**src/rtl/fetch_buffer.sv**
```systemverilog
// rtl/fetch_buffer.sv - instruction prefetch FIFO between fetch and decode
// Optional zero-latency pass-through when FETCH_BUF_BYPASS_EN is defined.
module fetch_buffer #(
  parameter int              DEPTH = 4,
  parameter int              XLEN  = 32,
  parameter logic [XLEN-1:0] NOP   = 32'h0000_0013
) (
  input  logic                     clk,
  input  logic                     reset_n,
  input  logic                     flush,
  input  logic                     in_valid,
  output logic                     in_ready,
  input  logic [XLEN-1:0]          in_pc,
  input  logic [XLEN-1:0]          in_instr,
  output logic                     out_valid,
  input  logic                     out_ready,
  output logic [XLEN-1:0]          out_pc,
  output logic [XLEN-1:0]          out_instr,
  output logic [$clog2(DEPTH):0]   count,
  output logic                     empty,
  output logic                     full
);

  localparam int AW = $clog2(DEPTH);
  localparam int PW = AW + 1;

  logic [XLEN-1:0] pc_mem    [DEPTH];
  logic [XLEN-1:0] instr_mem [DEPTH];
  logic [PW-1:0]   wr_ptr;
  logic [PW-1:0]   rd_ptr;
  logic            push;
  logic            pop;
  logic            do_write;
  logic            do_read;
  logic            bypass;

  // Pointers carry one extra wrap bit, so the difference is the occupancy.
  assign count = wr_ptr - rd_ptr;
  assign empty = (count == '0);
  assign full  = (count == PW'(DEPTH));

`ifdef FETCH_BUF_BYPASS_EN
  assign bypass = empty & ~flush & in_valid;
`else
  assign bypass = 1'b0;
`endif

  assign in_ready  = ~full & ~flush;
  assign out_valid = (~empty & ~flush) | bypass;
  assign push      = in_valid & in_ready;
  assign pop       = out_valid & out_ready;

  // A bypassed instruction consumed this cycle never touches the array.
  assign do_write = push & ~(bypass & out_ready);
  assign do_read  = pop & ~bypass;

  always_comb begin
    out_pc    = '0;
    out_instr = NOP;
    if (bypass) begin
      out_pc    = in_pc;
      out_instr = in_instr;
    end else if (out_valid) begin
      out_pc    = pc_mem[rd_ptr[AW-1:0]];
      out_instr = instr_mem[rd_ptr[AW-1:0]];
    end
  end

  always_ff @(posedge clk) begin
    if (do_write) begin
      pc_mem[wr_ptr[AW-1:0]]    <= in_pc;
      instr_mem[wr_ptr[AW-1:0]] <= in_instr;
    end
  end

  always_ff @(posedge clk) begin
    if (!reset_n || flush) begin
      wr_ptr <= '0;
      rd_ptr <= '0;
    end else begin
      if (do_write) wr_ptr <= wr_ptr + 1'b1;
      if (do_read)  rd_ptr <= rd_ptr + 1'b1;
    end
  end

`ifndef SYNTHESIS
  always_ff @(posedge clk) begin
    if (reset_n && !flush) begin
      assert (!(do_read && empty)) else $error("fetch_buffer: pop while empty");
      assert (!(do_write && full)) else $error("fetch_buffer: push while full");
    end
  end
`endif

endmodule

```
**config.mk**
```make
export PLATFORM = sky130hd
export DESIGN_NAME = fetch_buffer
export DESIGN_NICKNAME = d
export VERILOG_FILES = /design/src/rtl/fetch_buffer.sv
export SDC_FILE = /design/constraint.sdc
export NUM_CORES = 1
export LEC_CHECK = 0
export BUFFER_PORTS_ARGS = -buffer_cell sky130_fd_sc_hd__buf_2
export CORE_MARGIN = 1
export CORE_UTILIZATION = 57
export DETAILED_ROUTE_END_ITERATION = 16
export PLACE_DENSITY = 0.9
export SYNTH_ARGS = -nofsm -noshare
export SYNTH_HDL_FRONTEND = slang
export SYNTH_SLANG_ARGS = --single-unit
```
**constraint.sdc**
```tcl
create_clock -name clk -period 5.4 [get_ports clk]
set_input_delay 0 -clock clk [delete_from_list [all_inputs] [get_ports clk]]
set_output_delay 0 -clock clk [all_outputs]
set_load 0.03 [all_outputs]
```
==> flow_summary_export.csv <==
group,metric,value,unit
status,outcome,"complete, no violations",
detailed_routing,drtIter0Drc,319,
floorplanning,core,0.0174,mm^2
floorplanning,die_h,136,um
synthesis,yosysMostFrequentCell,"edfxtp_1",
cells_and_area,multiInputGateArea,0.00223,mm^2
synthesis,ys.flop_type,"edfxtp_1",
setup_path,worst_ep_required_time,5.40,ns
setup_path,r2r_cells,6,
sta,tightest_slew,1.11,ns
floorplanning,dieArea,0.0185,mm^2
global_route,grt_pass1_wl,29.7,mm
detailed_routing,routed_wl,19.2,mm
sta,setup_violations,0,
clock_tree,clkSlewWorstSetupHoldPaths,0.06,ns
setup_path,cp-end-kind,"output port",
sta,relSlewSlack,0.257,
setup_path,worst_ep_arrival_time,3.72,ns
sta,period_share,0.689,
setup_path,crit_path_start,"wr_ptr[0]",
synthesis,synth_seq_cells,264,
pwr,power.total,4370,uW
synthesis,syn_inst,464,
detailed_routing,drc,0,
cells_and_area,nNetsFinal,757,
cells_and_area,antennaDiodeCount,0,
detailed_routing,vias,5161,
setup_path,reg2reg_from,"wr_ptr[0]",
floorplanning,rows,48,
global_route,busiest_layer,"met2",
floorplanning,start_util,0.586,
synthesis,yosysSeqAreaShare,0.769,
sta,fin_skew,0.0171,ns
clock_tree,cts_buffers,24,
clock_tree,cts_tree,"built",
synthesis,async_reset_ff_frac,0,
synthesis,post-synth-top-area-cell,"edfxtp_1",
synthesis,synth_common_cells,"256 x edfxtp_1, 64 x mux4_2, 63 x nor2b_1",
synthesis,synth-edff-count,256,
sta,max_freq,269,MHz
placement,numPortBuffers,139,
global_route,antenna_found_initial,0,
global_route,grt_start_max_net_pins,65,
synthesis,yosysUniqueCellTypes,27,
global_route,grt_pass1_vias,5477,
cells_and_area,area_growth,23.9,%
placement,gp_congestion,0.833,
global_route,grtUsageMet1,0.293,
sta,slew_viol_final,0,
synthesis,synthesis.area,0.0102,mm^2
global_route,grtUsageMet3,0.0365,
placement,hpwl,10.7,mm
synthesis,ys_top_cells_by_area,"edfxtp_1 75%, mux4_2 14%, nor2b_1 3.9%",
floorplanning,ios,140,
pwr,p_leak,0.00441,uW
clock_tree,hold_buffers,70,
worst_hold_path,whs_path_depth,2,
synthesis,syn-num-nets,540,
clock_tree,cts_buffer_depth,3,
clock_tree,root_buffer,"clkbuf_16",
worst_hold_path,worstHoldStart,"in_pc[20]",
pwr,peakVddDrop,278,uV
setup_path,worstPathMaxFanout,43,
placement,place_area,0.0111,mm^2
pwr,p_per_area,345,mW/mm^2
global_route,grt_overflow_total,0,
floorplanning,die_width,136,um
clock_tree,cts_resized,0,
cells_and_area,regArea,0.00786,mm^2
cells_and_area,fin_area,0.0126,mm^2
clock_tree,cts_max_level,1,
detailed_routing,dr.pass1.iters,4,
cells_and_area,drive_gt1_frac,0.359,
sta,period_minus_slack,3.72,ns
sta,grt_setup_unrepaired,"no",
detailed_routing,routed_via_density,5.59,
global_route,track_usage,0.215,
setup_path,critPathKind,"register to output port",
cells_and_area,fillCellCount,1037,
flow_run,maxCapViolations,0,
sta,hold_violations,0,
synthesis,synth_top_cell_area_share,0.753,
global_route,use_met2,0.363,
synthesis,syn_area_per_cell,22.0,um^2
detailed_routing,ant_nets,0,
setup_path,cp-start-kind,"register",
detailed_routing,wl_per_cell,20.7,um
clock_tree,worstSkewPairLatency,0.51,ns
clock_tree,post_cts_buffers,0,
sta,fin_setup_tns,0,ns
synthesis,synth_warnings,0,
clock_tree,clock-sinks,264,
worst_hold_path,hold_class,"input port to register",
where the power goes:
part	switching [uW]	internal, uW	total, uW	leakage (uW)
logic	173	133	307	0.00161
registers	16.1	2280	2300	0.00239
clock network	693	1070	1760	0.000406
cell families (layout without fill, tap and decap cells):
kind of cell	count (synthesis)	count (layout)	synth area share
flops	264	264	0.769
simple gates	86	86	0.0496
mux	70	70	0.147
buf+inv	28	263	0.0165
fa+ha+maj	7	7	0.00931
compound gates	7	7	0.00552
xor+xnor	2	2	0.00331
worst max-delay path, stage by stage (launching register included):
cell,delay (ns)
dfxtp_1,0.39
inv_1,0.12
ha_1,0.23
fa_1,0.41
xor3_2,0.34
o21bai_4,0.89
buf_4,0.42
or2_1,0.16
buf_2,0.19
cell type report:
cell class	instances	area share
flip-flops and latches	264	0.621
multi-input cells	172	0.176
repair buffers	213	0.113
clock buffers	31	0.0528
well taps	225	0.0223
clock inverters	13	0.0132
inverters	6	0.00178
stage by stage:
step	hold WS, ns	utilization	setup slack, ns	std cells
after floorplan	0.0989	-	0.469	464
after global placement	0.210	0.638	2.36	810
after detailed placement	0.219	0.638	2.21	810
after CTS	0.222	0.726	1.67	924
after global routing	0.244	0.726	1.47	924
final	0.250	0.726	1.68	924
registers in the layout, summed over array words and instances, names as in the netlist, named ones only:
signal     cells
pc_mem       128
wr_ptr         3
instr_mem    128
rd_ptr         3
per-layer routing:
| metal | part of all wire | up-vias |
|---|---|---|
| met1 | 0.41 | 2635 |
| met5 | 0 | - |
| met4 | 0.018 | 0 |
| met2 | 0.51 | 182 |
| met3 | 0.058 | 34 |
| li1 | - | 2310 |
layout by cell type (no fill, tap or decap), types with 3 or more instances in the layout:
cell type	synthesis	final
and3_4	0	3
buf_2	12	139
buf_4	3	4
bufinv_16	0	4
clkbuf_1	2	4
clkbuf_16	0	25
clkinv_1	0	4
clkinv_2	0	3
dfxtp_1	8	6
dlygate4sd3_1	0	70
edfxtp_1	256	256
ha_1	6	6
inv_1	6	6
mux2i_1	6	6
mux4_2	64	64
nand2_1	10	10
nor2b_1	63	63
or2_1	3	3
path summary, 6_finish.rpt:
path | end | slack (ns)
max | out_instr[1] | 1.68
min | pc_mem[2][20] | 0.25
max reg2reg | pc_mem[2][27] | 2.40
min reg2reg | wr_ptr[1] | 0.52
Power figures use the tool's default switching activity.
